## config.mk

```make
export PLATFORM = sky130hd
export DESIGN_NAME = sram_arbiter
export DESIGN_NICKNAME = d
export VERILOG_FILES = /design/src/rtl/sram_arbiter.sv
export SDC_FILE = /design/constraint.sdc
export NUM_CORES = 1
export LEC_CHECK = 0
export ABC_AREA = 1
export ABC_CLOCK_PERIOD_IN_PS = 1650
export BUFFER_PORTS_ARGS = -buffer_cell sky130_fd_sc_hd__buf_4
export CAP_MARGIN = 10
export CORE_ASPECT_RATIO = 0.8
export CORE_MARGIN = 4
export CORE_UTILIZATION = 31
export DETAILED_ROUTE_END_ITERATION = 7
export PLACE_DENSITY = 0.58
export SYNTH_ARGS = -nofsm -noshare
export SYNTH_HDL_FRONTEND = slang
export SYNTH_SLANG_ARGS = --single-unit
```

## constraint.sdc

```tcl
create_clock -name i_MCLK -period 1.65 [get_ports i_MCLK]
set_input_delay 0.165 -clock i_MCLK [delete_from_list [all_inputs] [get_ports i_MCLK]]
set_output_delay 0.165 -clock i_MCLK [all_outputs]
set_load 0.02 [all_outputs]
```

## src/rtl/sram_arbiter.sv

```systemverilog
// sram_arbiter: shares one single-port SRAM (registered read, active-low strobes)
// between two REQ/ACK requesters. Each access costs a fixed 4 cycles:
// IDLE (grant) -> CMD (strobes low) -> WAIT (read data on the bus) -> ACK.
// Optional feature macro: SRAM_ARB_RR_EN selects round-robin arbitration;
// when undefined, port A has fixed priority over port B.
//
//   state | meaning
//   IDLE  | waiting for a request; on a request, latch the command and drive strobes
//   CMD   | command on the SRAM pins for this one cycle
//   WAIT  | SRAM registered read data valid on i_RAM_DOUT
//   ACK   | owner's ACK high for one cycle; REQ is not sampled here
module sram_arbiter #(
    parameter int DW = 8,
    parameter int AW = 10
) (
    input  logic          i_MCLK,
    input  logic          i_RST_n,
    input  logic          i_A_REQ,
    input  logic          i_A_WR,
    input  logic [AW-1:0] i_A_ADDR,
    input  logic [DW-1:0] i_A_DIN,
    output logic          o_A_ACK,
    output logic [DW-1:0] o_A_DOUT,
    input  logic          i_B_REQ,
    input  logic          i_B_WR,
    input  logic [AW-1:0] i_B_ADDR,
    input  logic [DW-1:0] i_B_DIN,
    output logic          o_B_ACK,
    output logic [DW-1:0] o_B_DOUT,
    output logic [AW-1:0] o_RAM_ADDR,
    output logic [DW-1:0] o_RAM_DIN,
    input  logic [DW-1:0] i_RAM_DOUT,
    output logic          o_RAM_CS_n,
    output logic          o_RAM_RD_n,
    output logic          o_RAM_WR_n
);

    typedef enum logic [1:0] {
        ST_IDLE = 2'd0,
        ST_CMD  = 2'd1,
        ST_WAIT = 2'd2,
        ST_ACK  = 2'd3
    } state_t;

    state_t        state_q, state_d;
    logic          owner_b_q, owner_b_d;   // 1 = current access belongs to port B
    logic          is_rd_q, is_rd_d;       // current access is a read
    logic [AW-1:0] ram_addr_q, ram_addr_d;
    logic [DW-1:0] ram_din_q, ram_din_d;
    logic          cs_n_q, cs_n_d;
    logic          rd_n_q, rd_n_d;
    logic          wr_n_q, wr_n_d;
    logic          a_ack_q, a_ack_d;
    logic          b_ack_q, b_ack_d;
    logic [DW-1:0] a_dout_q, a_dout_d;
    logic [DW-1:0] b_dout_q, b_dout_d;
    logic          grant_b;
    logic          sel_wr;

`ifdef SRAM_ARB_RR_EN
    logic          last_b_q, last_b_d;     // 1 = B was granted most recently

    // Round-robin: on contention, grant the port not served last.
    always_comb grant_b = i_B_REQ && (!i_A_REQ || !last_b_q);
`else
    // Fixed priority: A always wins simultaneous requests.
    always_comb grant_b = i_B_REQ && !i_A_REQ;
`endif

    always_comb sel_wr = grant_b ? i_B_WR : i_A_WR;

    // Next-state and registered-output logic for the access sequence.
    always_comb begin
        state_d    = state_q;
        owner_b_d  = owner_b_q;
        is_rd_d    = is_rd_q;
        ram_addr_d = ram_addr_q;
        ram_din_d  = ram_din_q;
        cs_n_d     = cs_n_q;
        rd_n_d     = rd_n_q;
        wr_n_d     = wr_n_q;
        a_ack_d    = a_ack_q;
        b_ack_d    = b_ack_q;
        a_dout_d   = a_dout_q;
        b_dout_d   = b_dout_q;
`ifdef SRAM_ARB_RR_EN
        last_b_d   = last_b_q;
`endif
        case (state_q)
            ST_IDLE: begin
                if (i_A_REQ || i_B_REQ) begin
                    owner_b_d  = grant_b;
                    is_rd_d    = !sel_wr;
                    ram_addr_d = grant_b ? i_B_ADDR : i_A_ADDR;
                    ram_din_d  = grant_b ? i_B_DIN : i_A_DIN;
                    cs_n_d     = 1'b0;
                    wr_n_d     = !sel_wr;
                    rd_n_d     = sel_wr;
`ifdef SRAM_ARB_RR_EN
                    last_b_d   = grant_b;
`endif
                    state_d    = ST_CMD;
                end
            end
            ST_CMD: begin
                cs_n_d  = 1'b1;
                rd_n_d  = 1'b1;
                wr_n_d  = 1'b1;
                state_d = ST_WAIT;
            end
            ST_WAIT: begin
                if (is_rd_q) begin
                    if (owner_b_q) b_dout_d = i_RAM_DOUT;
                    else           a_dout_d = i_RAM_DOUT;
                end
                a_ack_d = !owner_b_q;
                b_ack_d = owner_b_q;
                state_d = ST_ACK;
            end
            ST_ACK: begin
                a_ack_d = 1'b0;
                b_ack_d = 1'b0;
                state_d = ST_IDLE;
            end
            default: state_d = ST_IDLE;
        endcase
    end

    // State and output registers; reset abandons any in-flight access silently.
    always_ff @(posedge i_MCLK) begin
        if (!i_RST_n) begin
            state_q    <= ST_IDLE;
            owner_b_q  <= 1'b0;
            is_rd_q    <= 1'b0;
            ram_addr_q <= '0;
            ram_din_q  <= '0;
            cs_n_q     <= 1'b1;
            rd_n_q     <= 1'b1;
            wr_n_q     <= 1'b1;
            a_ack_q    <= 1'b0;
            b_ack_q    <= 1'b0;
            a_dout_q   <= '0;
            b_dout_q   <= '0;
`ifdef SRAM_ARB_RR_EN
            last_b_q   <= 1'b1;
`endif
        end else begin
            state_q    <= state_d;
            owner_b_q  <= owner_b_d;
            is_rd_q    <= is_rd_d;
            ram_addr_q <= ram_addr_d;
            ram_din_q  <= ram_din_d;
            cs_n_q     <= cs_n_d;
            rd_n_q     <= rd_n_d;
            wr_n_q     <= wr_n_d;
            a_ack_q    <= a_ack_d;
            b_ack_q    <= b_ack_d;
            a_dout_q   <= a_dout_d;
            b_dout_q   <= b_dout_d;
`ifdef SRAM_ARB_RR_EN
            last_b_q   <= last_b_d;
`endif
        end
    end

    assign o_A_ACK    = a_ack_q;
    assign o_B_ACK    = b_ack_q;
    assign o_A_DOUT   = a_dout_q;
    assign o_B_DOUT   = b_dout_q;
    assign o_RAM_ADDR = ram_addr_q;
    assign o_RAM_DIN  = ram_din_q;
    assign o_RAM_CS_n = cs_n_q;
    assign o_RAM_RD_n = rd_n_q;
    assign o_RAM_WR_n = wr_n_q;

endmodule

```

==> impl_metrics.tcl, run 1 <==
set metrics [dict create \
    floorplan.die.height_um 79.38 \
    clock_path_buffers 2 \
    arrival_ps 1650 \
    port_buffers 88 \
    power.leakage_nw 1.476 \
    synth_sequential_area_ratio_pct 43.60 \
    regToRegEndpoint "o_RAM_DIN[4]" \
    antenna-diode-count 0 \
    clkTransAtPathRegs_ps 80 \
    crit_path_cell_trace "inv_1, ha_1, inv_1, nor2_8, buf_12, nand2_1, nor2_1, nor2_1" \
    netlist_cell_types 20 \
    coreArea_sq_mm 0.006037 \
    worst_setup_path_end_kind "flip-flop" \
    power_density_mw_per_mm2 1293 \
    synth_top_area_share_pct 43.60 \
    row_count 25 \
    maxCapViolations 0 \
    synth.net_count 339 \
    worst_ir_drop_vdd_uv 681.4 \
    drt-vias-per-instance 4.283 \
    cts_hold_repair.buffers 0 \
    worst_min_delay_path_startpoint "i_RAM_DOUT[2]" \
    worst_skew_pair.late_latency_ps 290 \
    grt_overflow 0 \
    end_of_the_worst_hold_path "o_A_DOUT[2]" \
    final_core_util_pct 45.95 \
    total_clock_buffers_created_by_cts 5 \
    groute.usage.overall_pct 12.77 \
    timing.final.crit_period_ps 1464 \
    post_dp_hpwl_um 3601 \
    globalplace.congestion 0.7874 \
    initial_antenna_violation_count 0 \
    timing.critical_path.from_type "flip-flop" \
    clockRootBuffer "clkbuf_8" \
    final.setup_skew_ps 9.014 \
    via_count 1940 \
    postSynthAreaPerCell_sq_um 6.952 \
    slowest_delay_ps 350 \
    post_drt_wl_per_cell_um 10.78 \
    rrSetupSlack_ps 190 \
    clock_tree.htree_level_count 2 \
    slew_headroom_pct 76.83 \
    setup_repair_after_global_routing_missed_its_margin "no" \
    outcome "complete, no violations" \
    hold_violations 0 \
    rr_startpoint "state_q[1]" \
    timing.critical_path.from "state_q[1]" \
    detailedRoute.firstIterationViolations 55 \
    path_max_fanout 37 \
    postSynth.topFlopCell "dfxtp_1" \
    yosys_warnings 0 \
    slew_violations 0 \
    top_count_cell_post_synth "nor2_1" \
    synth-edff-count 0 \
    first_global_vias 1773 \
    timing.critical_path.slowest_stage_cell "dfxtp_1" \
    synthCells 284 \
    grt_first_pass_wirelength_um 8190 \
    grt_start_max_net_pins 40 \
    finalPower_w 0.003586 \
    number_of_optimization_iterations_in_the_first_detailed_route_pass 4 \
    io_pins 89 \
    initial_utilization_pct 32.70 \
    layout-drive-gt1-share_pct 28.49 \
    final_nets 426 \
    tritoncts "done" \
    synth_common_cells "nor2_1, nand2_1, dfxtp_1" \
    layout-area-overhead-vs-synth_pct 40.49 \
    timing.final.crit_share_pct 88.73 \
    min-delay-path-class "input pin to flip-flop" \
    worst_hold_path.num_cells 3 \
    timing.fmax_ghz 0.6830 \
    postSynthRegisterBits 43 \
    final_routed_wirelength_across_all_metal_layers_um 4884 \
    worstPathRequired_ps 1830 \
    clkSinkCount 43 \
    r2r.worst_path.cells 8 \
    antenna_violating_nets_post_route 0 \
    async_reset_ff_share_pct 0 \
    dieArea_sq_mm 0.007718 \
    synth.largest_area_cell "dfxtp_1" \
    max_slew.worst_pin.slew_ps 343.9 \
    syn-cell-area_sq_mm 0.001974 \
    timing.final.setup_violations 0 \
    path_class "flip-flop to flip-flop" \
    drc_errors 0 \
    post_synth_main_area_contributors "dfxtp_1, nor2_1, nand2_1, o21ai_0, inv_1" \
    final.hold.worst_slack_ps 112.4 \
    floorplan.die.width_um 97.23 \
    final.setup.tns_ps 0 \
]
## power breakdown
group | internal (W) | switching (W) | leakage (nW) | total [W]
registers | 0.00128 | 0.000129 | 0.353 | 0.00141
clock network | 0.000295 | 0.000364 | 0.0402 | 0.000659
logic | 0.000639 | 0.000879 | 1.08 | 0.00152
## registers in the layout, indices dropped and copies added, names as in the netlist
| register | cells |
|---|---|
| is_rd_q | 1 |
| o_B_ACK | 1 |
| o_RAM_CS_n | 1 |
| o_RAM_WR_n | 1 |
| o_A_DOUT | 8 |
| o_B_DOUT | 8 |
| o_RAM_RD_n | 1 |
| state_q | 2 |
| o_RAM_DIN | 8 |
| o_A_ACK | 1 |
| o_RAM_ADDR | 10 |
| owner_b_q | 1 |
## layer usage
layer  global-route usage [%]  part of all wire (%)  wire [um]  up-vias
met1                    16.82                    49       2371      828
li1                         -                     -          -     1049
met2                    19.28                    40       1974       61
met4                    2.905                  0.51         25        0
met5                        0                     0          0        -
met3                    5.764                    11        513        2
## kinds of logic after synthesis
logic type / Yosys count / synth area share [%]
simple gates: 142 / 29.47
compound gates: 50 / 12.80
fa+ha+maj: 5 / 3.169
flops: 43 / 43.60
buf+inv: 44 / 10.96
## worst max-delay path by stage
stage / to / slack [ps] / cells past startpoint
2_1_floorplan: o_RAM_ADDR[0] / 360 / 8
3_3_place_gp: o_B_DOUT[5] / 180 / 6
3_5_place_dp: o_B_DOUT[6] / 90 / 6
4_1_cts: o_B_DOUT[6] / 70 / 6
5_1_grt: o_RAM_DIN[6] / 40 / 7
6_report: o_RAM_DIN[4] / 190 / 8
## cell usage in the layout, fill, tap and decap left out
master	n
buf_4	91
nor2_1	75
nand2_1	51
dfxtp_1	43
o21ai_0	35
inv_1	32
a21oi_1	10
nor3_1	6
ha_1	5
clkbuf_8	5
o21ai_1	4
nand3_1	4
clkinvlp_4	2
nand2_2	1
nor2_2	1
nand2_4	1
nor2_4	1
nor2_8	1
a211oi_1	1
or2_2	1
clkinv_2	1
buf_12	1
## layout make-up
class	instances	area, sq um
Fill cell	660	3263
Multi-Input combinational cell	197	899.6
Sequential cell	43	860.8
Timing Repair Buffer	92	703.2
Inverter	32	120.1
Tap cell	81	101.3
Clock buffer	5	68.82
Clock inverter	3	20.02
## timing repair
item                       CTS  global route
setup endpoints to repair    0             8
resized for setup            0             1
setup buffers                0             0
## worst max-delay path, delay by kind of cell (launching register included)
| kind | cells | cell delay (ps) |
|---|---|---|
| adders and majority gates | 1 | 230 |
| buffers and inverters | 3 | 420 |
| DFF | 1 | 350 |
| and+or+nand+nor | 4 | 350 |
## per-stage QoR
step	instances	setup WS, ps	instance area, sq um
final	453	185.9	2774
after global routing	453	35.59	2774
after CTS	453	72.37	2771
after detailed placement	445	90.44	2683
after global placement	445	179.5	2683
after floorplan	284	357.1	1974
Note: power is estimated with default switching activity, not from simulation.
==> run 2, diff against run 1 <==
--- a/config.mk
+++ b/config.mk
@@ -6,14 +6,14 @@
 export NUM_CORES = 1
 export LEC_CHECK = 0
 export ABC_AREA = 1
-export ABC_CLOCK_PERIOD_IN_PS = 1650
+export ABC_CLOCK_PERIOD_IN_PS = 1300
 export BUFFER_PORTS_ARGS = -buffer_cell sky130_fd_sc_hd__buf_4
 export CAP_MARGIN = 10
 export CORE_ASPECT_RATIO = 0.8
 export CORE_MARGIN = 4
 export CORE_UTILIZATION = 31
 export DETAILED_ROUTE_END_ITERATION = 7
-export PLACE_DENSITY = 0.58
+export PLACE_DENSITY = 0.6
 export SYNTH_ARGS = -nofsm -noshare
 export SYNTH_HDL_FRONTEND = slang
 export SYNTH_SLANG_ARGS = --single-unit
==> constraint.sdc (replaced) <==
create_clock -name i_MCLK -period 1.3 [get_ports i_MCLK]
set_input_delay 0.13 -clock i_MCLK [delete_from_list [all_inputs] [get_ports i_MCLK]]
set_output_delay 0.13 -clock i_MCLK [all_outputs]
set_load 0.02 [all_outputs]
==> impl_metrics.tcl, run 2 (same netlist as run 1, synthesis figures left out) <==
set metrics [dict create \
    outcome "complete, no violations" \
    crit_path_cell_trace "buf_4, ha_2, nand2_4, nor2_4, buf_4, o21ai_0, nor2_1" \
    timing.fmax_ghz 0.7928 \
    max_slew.worst_pin.slew_ps 368.6 \
    globalplace.congestion 0.7630 \
    cp.buffers_inverters 2 \
    worst_skew_pair.late_latency_ps 290 \
    cts_hold_repair.buffers 0 \
    clkTransAtPathRegs_ps 80 \
    final_common_cell "buf_4" \
    coreArea_sq_mm 0.006037 \
    mostFrequentLayoutCells "buf_4, nor2_1, nand2_1, dfxtp_1, inv_1" \
    grt_first_pass_wirelength_um 8549 \
    post_drt_wl_per_cell_um 11.53 \
    crit_family "flip-flops" \
    final.setup_skew_ps 7.723 \
    floorplan.die.height_um 79.38 \
    groute.usage.overall_pct 13.33 \
    layout.area.seq_sq_um 863.3 \
    clock_path_buffers 2 \
    number_of_optimization_iterations_in_the_first_detailed_route_pass 4 \
    dieArea_sq_mm 0.007718 \
    clkSinkCount 43 \
    floorplan.die.width_um 97.23 \
    clockRootBuffer "clkbuf_8" \
    multi_input_comb_area_sq_um 947.2 \
    initial_antenna_violation_count 0 \
    final_routed_wirelength_across_all_metal_layers_um 5397 \
    post_dp_hpwl_um 3965 \
    pre_cts_ws_ps -85.16 \
    initial_utilization_pct 32.70 \
    nFillCells 616 \
    power.leakage_nw 1.588 \
    met1Wirelength_um 2576 \
    via_count 2066 \
    io_pins 89 \
    timing.final.crit_share_pct 97.02 \
    layout-drive-gt1-share_pct 35.14 \
    worst_setup_path_end_kind "flip-flop" \
    timing.final.setup_violations 0 \
    final_critical_path_setup_slack_ps 38.69 \
    arrival_ps 1440 \
    drt-vias-per-instance 4.415 \
    grt_overflow 0 \
    route.met3.wl_um 564 \
    maxCapViolations 0 \
    grt_start_max_net_pins 26 \
    hold_violations 0 \
    antenna_violating_nets_post_route 0 \
    route.met2.wl_um 2238 \
    slew_headroom_pct 75.17 \
    layout-area-overhead-vs-synth_pct 51.96 \
    tritoncts "done" \
    first_global_vias 1854 \
    power_density_mw_per_mm2 1679 \
    timing.critical_path.from_type "flip-flop" \
    path_class "flip-flop to flip-flop" \
    total_clock_buffers_created_by_cts 5 \
    row_count 25 \
    drc_errors 0 \
    min-delay-path-class "input pin to flip-flop" \
    final_nets 442 \
    highest_layer "met4" \
    port_buffers 88 \
    final.setup.tns_ps 0 \
    path_max_fanout 7 \
    antenna-diode-count 0 \
    detailedRoute.firstIterationViolations 65 \
    timing.final.crit_period_ps 1261 \
    setup_repair_after_global_routing_missed_its_margin "yes" \
    worst_ir_drop_vdd_uv 684.5 \
    crit_top_cell "buf_4" \
    clock_tree.htree_level_count 2 \
    slowest_delay_ps 350 \
    timing.critical_path.slowest_stage_cell "dfxtp_2" \
    slew_violations 0 \
    worstPathRequired_ps 1480 \
    largest_register_ff_count 10 \
]
[run 2: through the flow]
| step | total power [W] | cells | util, % | hold slack [ps] | area (sq um) |
|---|---|---|---|---|---|
| floorplan | 0.003036 | 284 | - | 264.9 | 1974 |
| global placement | 0.003870 | 456 | 46.01 | 367.8 | 2778 |
| detailed placement | 0.003897 | 456 | 46.01 | 373.0 | 2778 |
| CTS | 0.004780 | 463 | 47.56 | 71.81 | 2872 |
| global route | 0.005420 | 468 | 49.70 | 75.59 | 3000 |
| finish | 0.005038 | 468 | 49.70 | 83.97 | 3000 |
[run 2: final timing paths]
kind	depth (start not counted)	from	slack, ps	endpoint
setup / recovery	7	state_q[1]	40	o_A_DOUT[2]
hold reg to reg	2	o_RAM_CS_n	470	o_RAM_CS_n
hold / removal	3	i_RAM_DOUT[0]	80	o_A_DOUT[0]
setup reg to reg	7	state_q[1]	40	o_A_DOUT[2]
[run 2: repair_timing]
item | CTS | global route
setup endpoints to repair | 35 | 39
pin swaps | 0 | 9
buffers inserted | 0 | 1
gates cloned | 0 | 4
resized for setup | 5 | 29
[run 2: worst min-delay path, delay by kind of cell]
| family | cells | cell delay [ps] |
|---|---|---|
| buffers and inverters | 1 | 80 |
| AND/OR/NAND/NOR | 2 | 120 |
[run 2: routing by layer]
metal	track usage [%]	up-vias
met5	0	-
met4	2.905	0
met3	5.764	2
met2	20.94	78
met1	17.12	901
li1	-	1085
[run 2: cell type report]
class | count | area share [%]
clock buffers | 6 | 2.752
clock inverters | 1 | 0.1668
inverters | 32 | 4.170
multi-input cells | 197 | 31.57
flip-flops and latches | 43 | 28.77
well taps | 81 | 3.378
repair buffers | 108 | 29.19
[run 2: power breakdown]
| group | switching [W] | internal (W) | leakage, nW |
|---|---|---|---|
| Clock | 0.000436 | 0.000417 | 0.0470 |
| Combinational | 0.00126 | 0.00112 | 1.19 |
| Sequential | 0.000180 | 0.00163 | 0.354 |
==> run 3, diff against run 2 <==
--- a/config.mk
+++ b/config.mk
@@ -14,6 +14,7 @@
 export CORE_UTILIZATION = 31
 export DETAILED_ROUTE_END_ITERATION = 7
 export PLACE_DENSITY = 0.6
+export SETUP_SLACK_MARGIN = 0.1
 export SYNTH_ARGS = -nofsm -noshare
 export SYNTH_HDL_FRONTEND = slang
 export SYNTH_SLANG_ARGS = --single-unit
==> impl_metrics.tcl, run 3 (same netlist as run 1, synthesis figures left out) <==
set metrics [dict create \
    drc_errors 0 \
    power.leakage_nw 1.654 \
    clock_tree.htree_level_count 2 \
    layout-drive-gt1-share_pct 40.20 \
    post_dp_hpwl_um 3757 \
    globalplace.congestion 0.7950 \
    detailedRoute.firstIterationViolations 58 \
    final_routed_wirelength_across_all_metal_layers_um 5653 \
    floorplan.die.height_um 79.38 \
    clkSinkCount 43 \
    worstPathRequired_ps 1490 \
    layout-area-overhead-vs-synth_pct 61.79 \
    cts_hold_repair.buffers 0 \
    dieArea_sq_mm 0.007718 \
    grt_first_pass_wirelength_um 8845 \
    coreArea_sq_mm 0.006037 \
    timing.critical_path.from "state_q[1]" \
    final.setup_skew_ps 6.795 \
    timing.fmax_ghz 0.7794 \
    worst_skew_pair.late_latency_ps 290 \
    groute.usage.overall_pct 13.95 \
    timing.critical_path.from_type "flip-flop" \
    rr_startpoint "state_q[1]" \
    regToRegEndpoint "o_RAM_DIN[2]" \
    initial_utilization_pct 32.70 \
    tritoncts "done" \
    maxCapViolations 0 \
    timing.final.crit_period_ps 1283 \
    first_global_vias 1926 \
    number_of_optimization_iterations_in_the_first_detailed_route_pass 4 \
    grt_start_max_net_pins 29 \
    largest_register_ff_count 10 \
    final_core_util_pct 52.91 \
    max_slew.worst_pin.slew_ps 286.8 \
    path_max_fanout 4 \
    hold_violations 0 \
    port_buffers 88 \
    io_pins 89 \
    total_clock_buffers_created_by_cts 5 \
    worst_ir_drop_vdd_uv 666.5 \
    slew_violations 0 \
    initial_antenna_violation_count 0 \
    drt-vias-per-instance 4.329 \
    min-delay-path-class "input pin to flip-flop" \
    timing.final.setup_violations 0 \
    antenna-diode-count 0 \
    clock_path_buffers 2 \
    row_count 25 \
    mostFrequentLayoutCells "buf_4, nor2_1, nand2_1, dfxtp_1, inv_1" \
    arrival_ps 1470 \
    clockRootBuffer "clkbuf_8" \
    rrSetupSlack_ps 20 \
    floorplan.die.width_um 97.23 \
    final-instance-count-excl-fill 474 \
    antenna_violating_nets_post_route 0 \
    slew_headroom_pct 80.88 \
    worst_hold_path.num_cells 3 \
    outcome "complete, no violations" \
    placed_cells 452 \
    timing.final.crit_share_pct 98.70 \
    r2r.worst_path.cells 8 \
    power_density_mw_per_mm2 1747 \
    final.setup.tns_ps 0 \
    setup_repair_after_global_routing_missed_its_margin "yes" \
    worst_setup_path_end_kind "flip-flop" \
    final_common_cell "buf_4" \
    grt_overflow 0 \
    final_nets 447 \
    post_drt_wl_per_cell_um 11.93 \
    via_count 2052 \
    clkTransAtPathRegs_ps 90 \
    setup.worst_path.end "o_RAM_DIN[2]" \
    path_class "flip-flop to flip-flop" \
]
-- run 3: timing repair --
action | CTS | global route
gates cloned | 4 | 2
gates resized for setup | 35 | 39
pin swaps | 2 | 11
setup buffers | 3 | 5
endpoints found under the setup margin | 35 | 37
-- run 3: power by group --
group          switching, W  internal [W]  total, W
clock network      0.000457      0.000368  0.000825
registers          0.000208       0.00164   0.00184
logic               0.00144       0.00147   0.00291
-- run 3: worst min path at each step --
stage,startpoint,endpoint,slack [ps]
3_3_place_gp,i_RAM_DOUT[2],o_A_DOUT[2],370
2_1_floorplan,i_RAM_DOUT[0],o_A_DOUT[0],260
4_1_cts,i_RAM_DOUT[2],o_A_DOUT[2],70
5_1_grt,i_RAM_DOUT[2],o_A_DOUT[2],60
3_5_place_dp,i_RAM_DOUT[2],o_A_DOUT[2],380
6_report,i_RAM_DOUT[3],o_A_DOUT[3],80
-- run 3: metrics by stage --
stage / setup WS [ps] / power, W / area (sq um) / hold WS, ps
2_1_floorplan: 103.4 / 0.003059 / 1986 / 264.9
3_3_place_gp: 39.87 / 0.003876 / 2771 / 373.0
3_5_place_dp: -15.65 / 0.003889 / 2771 / 381.1
4_1_cts: 39.64 / 0.005185 / 3000 / 70.81
5_1_grt: -41.87 / 0.005982 / 3194 / 62.96
6_report: 16.93 / 0.005582 / 3194 / 77.16
-- run 3: critical path: stages (launching register included) --
cell and delay, ps:
dfxtp_4 380, inv_4 50, ha_4 170, inv_4 80, nor2_8 50, buf_6 140
clkbuf_16 150, o21ai_1 120, nor2_1 50
-- run 3: per-layer routing --
metal / vias up / global-route usage [%] / wire length, um
met5: - / 0 / 0
met4: 0 / 3.734 / 50
met3: 4 / 4.367 / 349
met2: 63 / 21.35 / 2518
met1: 886 / 19.10 / 2735
li1: 1099 / - / -
-- run 3: layout make-up --
cell class                 count  area [sq um]
fill                         594          2843
multi-input combinational    197          1032
timing repair buffer         113         983.4
sequential                    43         865.8
inverter                      32         127.6
tap                           81         101.3
clock buffer                   5         68.82
clock inverter                 3         15.01
